===== src/rtl/vram_write_arbiter_pkg.sv =====
// Shared types and constants for the VRAM write arbiter.
// The blanking-only write window is enabled by the macro VRAM_ARB_BLANK_ONLY_EN.
package vga_pkg;

    localparam int ADDR_W   = 14;   // {vaddr[6:0], haddr[6:0]}
    localparam int COLOUR_W = 3;    // {red, green, blue}

    localparam logic [7:0] ABORT_CNT_MAX = 8'd255;

    typedef enum logic {
        IDLE  = 1'b0,
        WRITE = 1'b1
    } arb_state_t;

endpackage


===== src/rtl/vram_write_arbiter_if.sv =====
// Requester and VRAM write-port signals of the VRAM write arbiter.
// master = requester/VRAM side, slave = arbiter.
interface vram_write_arbiter_if;
    import vga_pkg::*;

    logic                req0;
    logic [ADDR_W-1:0]   addr0;
    logic [COLOUR_W-1:0] data0;
    logic                gnt0;

    logic                req1;
    logic [ADDR_W-1:0]   addr1;
    logic [COLOUR_W-1:0] data1;
    logic                gnt1;

    logic                vram_we;
    logic [ADDR_W-1:0]   vram_waddr;
    logic [COLOUR_W-1:0] vram_wdata;

    modport master (
        output req0, addr0, data0,
        output req1, addr1, data1,
        input  gnt0, gnt1,
        input  vram_we, vram_waddr, vram_wdata
    );

    modport slave (
        input  req0, addr0, data0,
        input  req1, addr1, data1,
        output gnt0, gnt1,
        output vram_we, vram_waddr, vram_wdata
    );

endinterface


===== src/rtl/vram_write_arbiter_rr.sv =====
// Two-way round-robin select for the VRAM write arbiter.
// The pointer remembers the last committed requester and moves only on commit,
// so an aborted write leaves the fairness order untouched.
module vram_arb_rr (
    input  logic clk,
    input  logic reset,
    input  logic req0,
    input  logic req1,
    input  logic commit,
    input  logic commit_idx,
    output logic winner
);

    logic last_gnt;

    // Pointer: reset to 1 so requester 0 wins the first tie.
    always_ff @(posedge clk or negedge reset) begin
        if (!reset) begin
            last_gnt <= 1'b1;
        end else if (commit) begin
            last_gnt <= commit_idx;
        end
    end

    // Lone requester always wins; a tie goes to the one not granted last.
    always_comb begin
        winner = 1'b0;
        if (req0 && req1) begin
            winner = ~last_gnt;
        end else if (req1) begin
            winner = 1'b1;
        end
    end

endmodule


===== src/rtl/vram_write_arbiter.sv =====
// VRAM write arbiter: two requesters share one VRAM write port.
// A request sampled in IDLE is latched and written in the following cycle.
// Macro VRAM_ARB_BLANK_ONLY_EN confines writes to blanking; a write whose
// cycle falls into active video is aborted and counted.
//
//  state | meaning
//  IDLE  | no write pending; arbitrate when the window is open
//  WRITE | latched write pending; commit if window still open, else abort
module vram_write_arbiter
    import vga_pkg::*;
(
    input  logic                 clk,
    input  logic                 reset,
    input  logic                 haddr_enable,
    input  logic                 vaddr_enable,
    vram_write_arbiter_if.slave  bus,
    output logic                 busy,
    output logic [7:0]           abort_cnt
);

    arb_state_t state;
    logic       win;
    logic       winner;
    logic       commit;
    logic       lat_idx;

`ifdef VRAM_ARB_BLANK_ONLY_EN
    // Writes allowed only while either sync controller reports blanking.
    always_comb begin
        win = ~(haddr_enable & vaddr_enable);
    end
`else
    logic blank_flags_unused;
    assign blank_flags_unused = haddr_enable ^ vaddr_enable;

    // Window permanently open; aborts cannot happen.
    always_comb begin
        win = 1'b1;
    end
`endif

    vram_arb_rr u_rr (
        .clk        (clk),
        .reset      (reset),
        .req0       (bus.req0),
        .req1       (bus.req1),
        .commit     (commit),
        .commit_idx (lat_idx),
        .winner     (winner)
    );

    // Strobe and grants are decided in the WRITE cycle itself, since the
    // window can close during it; address/data come from the latch.
    always_comb begin
        commit      = (state == WRITE) && win;
        bus.vram_we = commit;
        bus.gnt0    = commit && !lat_idx;
        bus.gnt1    = commit && lat_idx;
    end

    // Sequencer: latch the winner in IDLE, commit or abort in WRITE.
    always_ff @(posedge clk or negedge reset) begin
        if (!reset) begin
            state          <= IDLE;
            busy           <= 1'b0;
            lat_idx        <= 1'b0;
            bus.vram_waddr <= '0;
            bus.vram_wdata <= '0;
            abort_cnt      <= '0;
        end else begin
            case (state)
                IDLE: begin
                    if (win && (bus.req0 || bus.req1)) begin
                        state          <= WRITE;
                        busy           <= 1'b1;
                        lat_idx        <= winner;
                        bus.vram_waddr <= winner ? bus.addr1 : bus.addr0;
                        bus.vram_wdata <= winner ? bus.data1 : bus.data0;
                    end
                end
                WRITE: begin
                    state <= IDLE;
                    busy  <= 1'b0;
                    if (!win && (abort_cnt != ABORT_CNT_MAX)) begin
                        abort_cnt <= abort_cnt + 8'd1;
                    end
                end
                default: begin
                    state <= IDLE;
                    busy  <= 1'b0;
                end
            endcase
        end
    end

endmodule


===== src/flat_wrapper.sv =====
// flat-port wrapper written by rule: the top's interface ports become plain ports
module vram_write_arbiter_flat import vga_pkg::*;
  (clk, reset, haddr_enable, vaddr_enable, busy, abort_cnt, bus_req0, bus_addr0, bus_data0, bus_req1, bus_addr1, bus_data1, bus_gnt0, bus_gnt1, bus_vram_we, bus_vram_waddr, bus_vram_wdata);
  vram_write_arbiter_if bus_i ();
  input  logic clk;
  input  logic reset;
  input  logic haddr_enable;
  input  logic vaddr_enable;
  output logic busy;
  output logic [7:0] abort_cnt;
  input wire logic [$bits(bus_i.req0)-1:0] bus_req0;
  input wire logic [$bits(bus_i.addr0)-1:0] bus_addr0;
  input wire logic [$bits(bus_i.data0)-1:0] bus_data0;
  input wire logic [$bits(bus_i.req1)-1:0] bus_req1;
  input wire logic [$bits(bus_i.addr1)-1:0] bus_addr1;
  input wire logic [$bits(bus_i.data1)-1:0] bus_data1;
  output wire logic [$bits(bus_i.gnt0)-1:0] bus_gnt0;
  output wire logic [$bits(bus_i.gnt1)-1:0] bus_gnt1;
  output wire logic [$bits(bus_i.vram_we)-1:0] bus_vram_we;
  output wire logic [$bits(bus_i.vram_waddr)-1:0] bus_vram_waddr;
  output wire logic [$bits(bus_i.vram_wdata)-1:0] bus_vram_wdata;
  assign bus_i.req0 = bus_req0;
  assign bus_i.addr0 = bus_addr0;
  assign bus_i.data0 = bus_data0;
  assign bus_i.req1 = bus_req1;
  assign bus_i.addr1 = bus_addr1;
  assign bus_i.data1 = bus_data1;
  assign bus_gnt0 = bus_i.gnt0;
  assign bus_gnt1 = bus_i.gnt1;
  assign bus_vram_we = bus_i.vram_we;
  assign bus_vram_waddr = bus_i.vram_waddr;
  assign bus_vram_wdata = bus_i.vram_wdata;
  vram_write_arbiter u_core (.clk(clk), .reset(reset), .haddr_enable(haddr_enable), .vaddr_enable(vaddr_enable), .bus(bus_i), .busy(busy), .abort_cnt(abort_cnt));
endmodule

===== config.mk =====
export PLATFORM = sky130hd
export DESIGN_NAME = vram_write_arbiter_flat
export DESIGN_NICKNAME = d
export VERILOG_FILES = /design/src/rtl/vram_write_arbiter_pkg.sv /design/src/rtl/vram_write_arbiter_if.sv /design/src/rtl/vram_write_arbiter_rr.sv /design/src/rtl/vram_write_arbiter.sv /design/src/flat_wrapper.sv
export SDC_FILE = /design/constraint.sdc
export NUM_CORES = 1
export LEC_CHECK = 0
export BUFFER_PORTS_ARGS = -buffer_cell sky130_fd_sc_hd__clkbuf_2
export CORE_AREA = 2 2 77 50
export DETAILED_ROUTE_END_ITERATION = 8
export DIE_AREA = 0 0 79 52
export HOLD_SLACK_MARGIN = 0.03
export MAX_ROUTING_LAYER = met4
export PLACE_DENSITY = 0.75
export SLEW_MARGIN = 20
export SYNTH_ARGS = -nofsm -noshare
export SYNTH_HDL_FRONTEND = slang
export SYNTH_HIERARCHICAL = 1
export SYNTH_SLANG_ARGS = --single-unit

===== constraint.sdc =====
create_clock -name clk -period 1.8 [get_ports clk]
set_input_delay 0.09 -clock clk [delete_from_list [all_inputs] [get_ports clk]]
set_output_delay 0.09 -clock clk [all_outputs]
set_load 0.1 [all_outputs]

== Word level (Yosys, flattened, before mapping) ==
Index checks and enable logic that the tools add are counted.

* Logic and storage cells: 23
* Bits in registers: 21
* Output and inout bits: 29
* Input bits: 40

* Reductions and logical operators: 6
* Eq/ne operators: 1
* Mux-type cells: 8
* Bitwise operators: 2

{| class="wikitable"
|+ Operators with widths
! operator !! number
|-
| $mux W14 || 1
|-
| $mux W1 || 4
|-
| $pmux W1 S2 || 2
|-
| $logic_and A1 B1 Y1 || 3
|-
| $mux W3 || 1
|-
| $ne A2 B1 Y1 const B || 1
|-
| $not A1 Y1 || 2
|-
| $reduce_and A2 Y1 || 1
|-
| $logic_not A1 Y1 || 1
|-
| $logic_or A1 B1 Y1 || 1
|}

== Depth between registers and ports, before layout ==
* Depth after elaboration: 3
* Gate-level depth with buffers: 5
* Mapped depth without buffers: 3

== Modules after synthesis ==
The synthesis kept the hierarchy.

{| class="wikitable"
|+ By module, submodules not included
! module !! cells each !! instances !! seq. area each (um^2) !! area each (um^2)
|-
| vram_write_arbiter || 73 || 1 || 500.5 || 1101.1
|-
| vram_arb_rr || 3 || 1 || 26.3 || 48.8
|}

== Worst setup path after synthesis ==
No wires, ideal clock.

* Path type: reg2out
* Start: register u_core.state (netlist: u_core/bus.vram_we)
* End: output bus_gnt0
* Slack: -676 ps
* Cell stages (with the launch flop): 3
* Data arrival time: 2386 ps
* Path through: dfrtp_1 inv_1 nor2_1

* Cells in the longest elaborated chain, start to end: 1

{| class="wikitable"
|+ Ends and longest elaborated chain
! element !! line !! source
|-
| start, declared || vram_write_arbiter.sv:21 || <nowiki>arb_state_t state;</nowiki>
|-
| start signal, assigned || vram_write_arbiter.sv:64 || <nowiki>state <= IDLE;</nowiki>
|-
| start signal, assigned || vram_write_arbiter.sv:74 || <nowiki>state <= WRITE;</nowiki>
|-
| start signal, assigned || vram_write_arbiter.sv:82 || <nowiki>state <= IDLE;</nowiki>
|-
| $logic_and A1 B1 Y1 || vram_write_arbiter.sv:57 || <nowiki>bus.gnt0 = commit && !lat_idx;</nowiki>
|-
| end, declared || flat_wrapper.sv:17 || <nowiki>output wire logic [$bits(bus_i.gnt0)-1:0] bus_gnt0;</nowiki>
|}

Every way passes these cells.

== Final worst setup path ==
* Start: register u_core.u_rr.last_gnt
* End: register u_core.bus.vram_waddr[4]

* Cells in the longest elaborated chain, start to end: 3

{| class="wikitable"
|+ Ends and longest elaborated chain
! element !! line !! source
|-
| start, declared || vram_write_arbiter_rr.sv:14 || <nowiki>logic last_gnt;</nowiki>
|-
| start signal, assigned || vram_write_arbiter_rr.sv:21 || <nowiki>last_gnt <= commit_idx;</nowiki>
|-
| $not A1 Y1 || vram_write_arbiter_rr.sv:29 || <nowiki>winner = ~last_gnt;</nowiki>
|-
| $mux W1 || vram_write_arbiter_rr.sv:28 || <nowiki>if (req0 && req1) begin</nowiki>
|-
| named net u_core.winner || vram_write_arbiter.sv:23 || <nowiki>logic winner;</nowiki>
|-
| $mux W14 || vram_write_arbiter.sv:77 || <nowiki>bus.vram_waddr <= winner ? bus.addr1 : bus.addr0;</nowiki>
|-
| end signal, assigned || vram_write_arbiter.sv:77 ||
|-
| end, declared || vram_write_arbiter_if.sv:31 || <nowiki>output vram_we, vram_waddr, vram_wdata</nowiki>
|}

The timed path passes the listed nets, and every way through them passes these cells.
A chain may end at the register's enable or synchronous reset.

==> flow_summary_export.csv <==
group,metric,value,unit
status,outcome,"finished clean",
routing,top_layer_used,"met4",
routing,via_per_inst,4.246,
die,coreArea,3446,um^2
timing,setup_viol,0,
cts,insertion_delay,0.26,ns
routing,dr_wl_met3,143,um
cells_and_area,final_layout_size_suffix_gt1_share,77.94,%
timing,hold_viol_final,0,
critical_path,critPathLaunchType,"flop",
critical_path,crit_path_end_kind,"flop",
timing,finClkSkew,0.006893,ns
synth,syn_area,1150,um^2
cells_and_area,nets,177,
synth,yosys_warnings,6,
cts,numCtsBuffers,3,
critical_path,arrival,1.63,ns
grt,grt_overflow,0,
synth,syn_inst,76,
die,ios,69,
grt,first_global_vias,804,
synth,yosysSeqAreaShare,45.81,%
critical_path,cp_slowest_cell,"dfstp_2",
critical_path,crit_required,1.94,ns
critical_path,critical_path_class,"reg -> reg",
routing,antenna_left,0,
routing,met2RoutedLength,1149,um
timing,final.setup.tns,0,ns
cells_and_area,num_antenna_cells,0,
synth,synth-seq-cells,21,
synth,yosys.area.top_type_share,43.53,%
cts,htreeDepth,1,
timing,slew_headroom,63.44,%
power,p_per_area,1552,nW/um^2
timing,rsz0062_at_grt,"false",
die,die_area,4108,um^2
cells_and_area,seqCellArea,528.0,um^2
power,vdd_drop_max,0.6816,mV
critical_path,crit_path_cell_trace,"a21boi_2, buf_12, mux2_2, mux2_2",
routing,dr.pass1.iters,2,
power,p_leak,0.7980,nW
critical_path,cp_top_family,"multiplexers",
placement,io_buffers,58,
timing,min_period_over_period,82.66,%
critical_path,critPathMostFrequentCell,"mux2_2",
routing,routed_wl,2246,um
critical_path,cp_max_fo,18,
cts,tritoncts,"built",
die,rows,17,
grt,grt_use_total,12.16,%
flow_run,maxCapViolCount,0,
timing,max_freq,672.1,MHz
timing,report.final.slew_viol_count,0,
die,die_w,79,um
die,initial_core_util,33.37,%
power,power,2.377,mW
cells_and_area,final_common_cell,"clkbuf_2",
routing,drcViolationCount,0,
grt,antenna_found_initial,0,
cts,ctsLongestPathBuffers,2,
grt,grt_max_degree,22,
synth,synthDistinctLibCells,15,
die,die_h,52,um
cts,clock_sinks,21,
synth,syn_avg_cell_area,15.13,um^2
critical_path,cp_num_buf_inv,1,
routing,via_count,777,
cells_and_area,multiInputGateArea,554.3,um^2
synth,ys_top_cells_by_area,"dfrtp_1 (44%), mux2_4 (25%), mux2_2 (17%)",
synth,yosysTopAreaCell,"dfrtp_1",
grt,grt_pass1_wl,3622,um
routing,met1Wirelength,913,um
worst_hold_path,hold_class,"in -> reg",
cells_and_area,area_growth_syn_to_layout,33.19,%
timing,worst_pin_slew,0.5507,ns
cts,cts-root-buf,"clkbuf_8",
routing,post_drt_wl_per_cell,12.27,um
cts,path_clk_slew,0.08,ns
placement,routabilityCongestion,0.6044,
cells_and_area,mostFrequentLayoutCells,"clkbuf_2 (58), mux2_4 (19), dfrtp_1 (19)",
critical_path,max_stage_delay,0.38,ns
routing,first_iter_violations,20,
cells_and_area,fill_cells,338,
timing,finalCriticalPeriod,1.488,ns
==> stage by stage <==
step	hold WS (ns)	area [um^2]	cells	util (%)	worst slack, ns
5_1_grt	0.1750	1531	183	44.44	0.2665
6_report	0.1826	1531	183	44.44	0.3121
2_1_floorplan	-0.2056	1186	83	-	0.2052
3_5_place_dp	0.1019	1475	178	42.81	0.3185
4_1_cts	0.1763	1531	183	44.44	0.3049
3_3_place_gp	0.08680	1475	178	42.81	0.3743
==> where the power goes <==
part / leakage, nW / internal, mW / total (mW) / switching (mW)
clock network: 0.0255 / 0.154 / 0.301 / 0.147
logic: 0.530 / 0.333 / 1.41 / 1.07
registers: 0.243 / 0.596 / 0.671 / 0.0749
total: 0.798 / 1.08 / 2.38 / 1.29
==> cells by family after synthesis <==
logic type      count (synthesis)  synth area share [%]
compound gates                  3                 2.177
simple gates                    2                0.8705
other cells                     1                0.3261
flops                          21                 45.81
mux                            36                 41.46
buf+inv                        13                 9.357
==> sequential cells by signal, summed over array words and instances (netlist names) <==
name and flops:
u_core/bus.vram_we 1, u_core/busy 1, u_core/u_rr/last_gnt 1, u_core/lat_idx 1
u_core/bus.vram_waddr 14, u_core/bus.vram_wdata 3
==> routing by layer <==
layer  GRT usage [%]  up-vias
li1                -      372
met1           13.17      369
met3           3.646        4
met2           21.89       32
met4           3.736        0
met5               -        -
==> area by class of cell <==
| cell class | instances | share of cell area, % |
|---|---|---|
| clock inverter | 1 | 0.3268 |
| sequential | 21 | 34.48 |
| timing repair buffer | 61 | 22.22 |
| multi-input combinational | 49 | 36.19 |
| inverter | 1 | 0.2451 |
| tap | 47 | 3.840 |
| clock buffer | 3 | 2.696 |
==> final timing paths <==
kind,start,endpoint,slack (ns),depth (start not counted)
max reg2reg,u_core/u_rr/last_gnt,u_core/bus.vram_waddr[4],0.31,4
min in group asynchronous,reset,u_core/bus.vram_waddr[7],0.33,2
max in group asynchronous,reset,u_core/bus.vram_we,1.09,2
min reg2reg,u_core/busy,u_core/busy,0.49,1
max,u_core/u_rr/last_gnt,u_core/bus.vram_waddr[4],0.31,4
min,bus_addr1[8],u_core/bus.vram_waddr[8],0.18,3
==> worst reg2reg max path: stages (launching register included) <==
cell and delay, ns:
dfstp_2 0.38, a21boi_2 0.17, buf_12 0.19, mux2_2 0.36
mux2_2 0.28
==> repair_timing <==
item	4_1_cts	5_1_grt
buffers inserted	0	0
gates resized for setup	0	0
hold endpoints to repair	20	0
hold buffers	1	0
==> synth_stat cells (all sizes together) <==
| master | count |
|---|---|
| mux2 | 36 |
| dfrtp | 20 |
| buf | 12 |
| a21boi | 1 |
| a21o | 1 |
| and2 | 1 |
| conb | 1 |
| dfstp | 1 |
| inv | 1 |
| nor2 | 1 |
| o21ba | 1 |
Note: power is estimated with default switching activity, not from simulation.
